--- config.mk ---
export PLATFORM = sky130hd
export DESIGN_NAME = adder_seq
export DESIGN_NICKNAME = d
export VERILOG_FILES = /design/src/rtl/adder_seq.sv
export SDC_FILE = /design/constraint.sdc
export NUM_CORES = 1
export LEC_CHECK = 0
export ABC_AREA = 1
export CAP_MARGIN = 0
export CORE_ASPECT_RATIO = 0.75
export CORE_MARGIN = 5
export CORE_UTILIZATION = 37
export DETAILED_ROUTE_END_ITERATION = 10
export GPL_TIMING_DRIVEN = 0
export HOLD_SLACK_MARGIN = 0.06
export MAX_ROUTING_LAYER = met4
export SETUP_SLACK_MARGIN = 0.3
export SYNTH_ARGS = -nofsm -noshare
export SYNTH_HDL_FRONTEND = slang
export SYNTH_SLANG_ARGS = --single-unit
--- constraint.sdc ---
create_clock -name iClk -period 8.07 [get_ports iClk]
set_input_delay 1.614 -clock iClk [delete_from_list [all_inputs] [get_ports iClk]]
set_output_delay 1.614 -clock iClk [all_outputs]
set_load 0.02 [all_outputs]
--- src/rtl/adder_seq.sv ---
// Byte-serial adder/subtractor: one 8-bit adder reused once per byte of the operands.
// Latency: oValid rises NBYTES cycles after the accepting edge.
// Backpressure: accepts only in IDLE; result held in DONE until iReady.
module adder_seq #(
    parameter int NBYTES = 4
) (
    input  logic                iClk,
    input  logic                iRst,
    input  logic                iValid,
    output logic                oReady,
    input  logic [8*NBYTES-1:0] iData_a,
    input  logic [8*NBYTES-1:0] iData_b,
    input  logic                iC,
    input  logic                iSub,
    output logic                oValid,
    input  logic                iReady,
    output logic [8*NBYTES-1:0] oData,
    output logic                oData_c,
    output logic                oOvf
);
    localparam int W  = 8 * NBYTES;
    localparam int KW = $clog2(NBYTES + 1);
    localparam logic [KW-1:0] K_LAST = KW'(NBYTES - 1);

    localparam logic [1:0] S_IDLE = 2'd0;
    localparam logic [1:0] S_RUN  = 2'd1;
    localparam logic [1:0] S_DONE = 2'd2;

    logic [1:0]    r_state;
    logic [W-1:0]  r_a;
    logic [W-1:0]  r_b;      // already inverted for subtract
    logic          r_carry;
    logic [KW-1:0] r_k;
    logic [W-1:0]  r_data;
    logic          r_c;
    logic          r_ovf;

    logic [7:0]    w_a_byte;
    logic [7:0]    w_b_byte;
    logic [8:0]    w_sum;
    logic          w_last;
    logic          w_accept;

    // Reset holds the block in IDLE, so ready is advertised but nothing is taken.
    assign oReady   = iRst | (r_state == S_IDLE);
    assign oValid   = (r_state == S_DONE);
    assign w_accept = iValid & (r_state == S_IDLE) & ~iRst;
    assign w_last   = (r_k == K_LAST);

    // Select byte k of each latched operand for the shared adder.
    always_comb begin
        w_a_byte = '0;
        w_b_byte = '0;
        for (int i = 0; i < NBYTES; i++) begin
            if (r_k == KW'(i)) begin
                w_a_byte = r_a[i*8 +: 8];
                w_b_byte = r_b[i*8 +: 8];
            end
        end
    end

    // The only adder in the block: 8 bits plus carry-in.
    assign w_sum = {1'b0, w_a_byte} + {1'b0, w_b_byte} + {8'd0, r_carry};

    // Control FSM and byte-serial datapath state.
    always_ff @(posedge iClk) begin
        if (iRst) begin
            r_state <= S_IDLE;
            r_a     <= '0;
            r_b     <= '0;
            r_carry <= 1'b0;
            r_k     <= '0;
            r_data  <= '0;
            r_c     <= 1'b0;
            r_ovf   <= 1'b0;
        end else begin
            case (r_state)
                S_IDLE: begin
                    if (w_accept) begin
                        r_a     <= iData_a;
                        r_b     <= iSub ? ~iData_b : iData_b;
                        r_carry <= iSub ? 1'b1 : iC;
                        r_k     <= '0;
                        r_state <= S_RUN;
                    end
                end
                S_RUN: begin
                    for (int i = 0; i < NBYTES; i++) begin
                        if (r_k == KW'(i)) begin
                            r_data[i*8 +: 8] <= w_sum[7:0];
                        end
                    end
                    r_carry <= w_sum[8];
                    if (w_last) begin
                        // Top byte: its sum bit 7 is the result MSB.
                        r_c     <= w_sum[8];
                        r_ovf   <= (r_a[W-1] == r_b[W-1]) & (w_sum[7] != r_a[W-1]);
                        r_k     <= '0;
                        r_state <= S_DONE;
                    end else begin
                        r_k <= r_k + 1'b1;
                    end
                end
                S_DONE: begin
                    if (iReady) begin
                        r_state <= S_IDLE;
                    end
                end
                default: r_state <= S_IDLE;
            endcase
        end
    end

    assign oData   = r_data;
    assign oData_c = r_c;
    assign oOvf    = r_ovf;
endmodule

==> results.tsv <==
stage	metric	value	unit
place	placed cell area	0.00634	mm^2
clock_tree	total clock buffers created by CTS	9	
critical_path	critical path data required time	6460	ps
sta	Slew Limit Fails	0	
critical_path	Most Frequent Cell on Critical Path	clkbuf_1	
power	leakage	2.79	nW
critical_path	critical-path maximum fanout	10	
flow_run	max_cap viols	0	
critical_path	reg2reg start	r_k[0]	
routing	drt first-iter violations	353	
power	peak supply drop	0.101	mV
critical_path	critical path, cell by cell	clkbuf_1 > inv_1 > clkbuf_1 > nand2_1 > clkdlybuf4s50_1	
finish	nets@finish	863	
finish	Final Instance Count excl. Fillers	960	
clock_tree	CTS sink count	104	
sta	slew margin rel.	63.7	%
hold_path	min-delay worst type	register to register	
sta	Hold Vio Cnt, Final	0	
finish	ANT cells	0	
floorplanning	I/O Pins	106	
synthesis	post-synth net total	749	
synthesis	Synth Flop Type	dfxtp_1	
sta	WHS	461	ps
routing	Routed WL	14300	um
synthesis	Synth Warn #	0	
power	Pwr Total	1.35	mW
synthesis	Mapped Cells	666	
clock_tree	PostCTS Resize Cnt	0	
critical_path	largest stage delay on the critical path	600	ps
synthesis	number of synthesized flops with an enable pin	0	
clock_tree	Bufs on Longest Clock Path	2	
clock_tree	CTS tree	built	
clock_tree	clk_lat worst skew	340	ps
clock_tree	Post-CTS Setup Bufs	0	
clock_tree	clock-pin slew on the worst setup and hold paths	70	ps
sta	Fin Clk Skew	8.23	ps
routing	antenna-violating nets left	0	
critical_path	Critical Path End Type	primary output	
synthesis	Syn Area/Cell	7.64	um^2
routing	drt drc	0	
finish	fin area	0.00664	mm^2
sta	setup violators final	0	
clock_tree	CTS root buf	clkbuf_16	
floorplanning	die width	145	um
floorplanning	core area	0.0136	mm^2
place	GPL Wtd Cong	0.856	
clock_tree	hold_buf cts	0	
place	port bufs	103	
place	Placed Cells	944	
floorplanning	# rows	37	
finish	area of the multi-input gates	0.00248	mm^2
floorplanning	Die ar.	0.0162	mm^2
critical_path	Startpoint Class	input port	
finish	Area Overhead vs Synth	30.5	%
outcome	run status	finished clean	
finish	share of layout cells above drive strength 1	8.66	%
sta	Max Fclk	207	MHz
grt	first-pass GRT wire length	23900	um
sta	unrepaired setup endpoints after global routing	no	
finish	commonest non-fill, non-tap cells in the layout	nor2_1 (125), dfxtp_1 (104), clkdlybuf4s50_1 (103)	
critical_path	CP bufs+invs	4	
synthesis	number of synthesized register bits	104	
hold_path	hold path start	r_b[7]	
routing	Vias/cell	4.88	
sta	crit path time final	4830	ps
finish	Reg area	0.00208	mm^2
synthesis	register area share after synthesis	40.9	%
critical_path	crit path kind	input port to primary output	
grt	GRT Total Usage	18.5	%
synthesis	ys async rst share	0	%
finish	most common cell after layout, fill and taps aside	nor2_1	
critical_path	Worst EP arrival	3210	ps
sta	setup TNS	0	ps
critical_path	delay-heaviest family, CP	buffers and inverters	
critical_path	Crit. Startpoint	iRst	
routing	DR pass1 iterations	5	
synthesis	count of cell types in the netlist	36	
routing	WL/cell	14.9	um
finish	Filler Cell Count	1301	
sta	period utilization	59.8	%
grt	largest net degree at the start of global routing	17	
clock_tree	H-tree Lvls	3	
critical_path	Crit-path slowest cell	clkdlybuf4s50_1	
floorplanning	Die Y	112	um
synthesis	Mapped Area	0.00509	mm^2
sta	Slew @ Worst Pin	545	ps
grt	GRT Residual Overflow	0	
power	pwr/cell area	203	mW/mm^2
grt	vias in the first global route	4689	
grt	initial antenna violation count	0	
routing	vias post-DR	4689	
place	dpl hpwl	11500	um
floorplanning	Initial Util	37.4	%
-- worst paths after layout --
path | endpoint | slack (ps) | cells after the start
max reg2reg | oData[4] | 4630 | 16
min | r_b[7] | 460 | 2
min reg2reg | r_b[7] | 460 | 2
max | oReady | 3240 | 5
-- area by class of cell --
cell class                      instances  area share, %
Clock buffer                           12           3.71
Timing Repair Buffer                  103           15.5
Buffer                                 39           3.77
Inverter                               70           4.18
Multi-Input combinational cell        453           37.3
Sequential cell                       104           31.4
Clock inverter                          4          0.810
Tap cell                              175           3.30
-- flip-flops by register name, summed over array words and instances, names as in the netlist --
register,count
r_a,32
r_carry,1
oOvf,1
r_state,2
oData,32
r_b,32
oData_c,1
r_k,3
-- worst min-delay path: stages, from the launching register on --
cell	delay (ps)
dfxtp_1	300
inv_1	60
a21oi_1	60
-- routing by layer --
metal	GRT usage [%]	share of wire (%)	wire length, um	up-vias
li1	-	-	-	2411
met1	25.4	49	7070	2141
met2	28.3	44	6240	124
met3	3.50	5.6	803	13
met4	4.79	1.5	208	0
met5	-	0	0	-
-- synth_stat cells, types with 4 or more instances --
cell type	instances	share of area (%)
clkbuf_1	16	1.2
buf_6	8	1.8
nor2_4	5	1.1
nor2_1	125	9.2
inv_2	10	0.74
dfxtp_1	104	41
inv_4	4	0.49
xor2_1	10	1.7
nand3_1	27	2.7
nor3_1	7	0.69
a211oi_1	30	4.4
xnor2_1	26	4.5
inv_1	55	4.1
o21ai_0	81	8.0
a21oi_1	37	3.6
o21ai_1	16	1.6
buf_2	8	0.79
nand2_1	57	4.2
ha_1	11	2.7
buf_4	6	0.88
-- cells by family after synthesis --
| family | count (synthesis) | synth area share (%) |
|---|---|---|
| AOI/OAI and AO/OA | 174 | 19.2 |
| adders and majority gates | 13 | 3.49 |
| DFF | 104 | 40.9 |
| buffers and inverters | 109 | 10.4 |
| and+or+nand+nor | 230 | 19.9 |
| xor gates and xnor gates | 36 | 6.19 |
-- stage by stage --
stage,utilization (%),worst slack [ps]
final,48.8,3240
after global routing,48.8,3110
after CTS,48.8,3220
after detailed placement,46.6,3220
after global placement,46.6,3190
after floorplan,-,4140
-- where the power goes --
part / total, mW / switching [mW] / leakage [nW] / internal (mW)
Clock: 0.436 / 0.187 / 0.139 / 0.250
Sequential: 0.579 / 0.0235 / 0.854 / 0.555
Combinational: 0.335 / 0.198 / 1.80 / 0.137
Note: power is estimated with default switching activity, not from simulation.
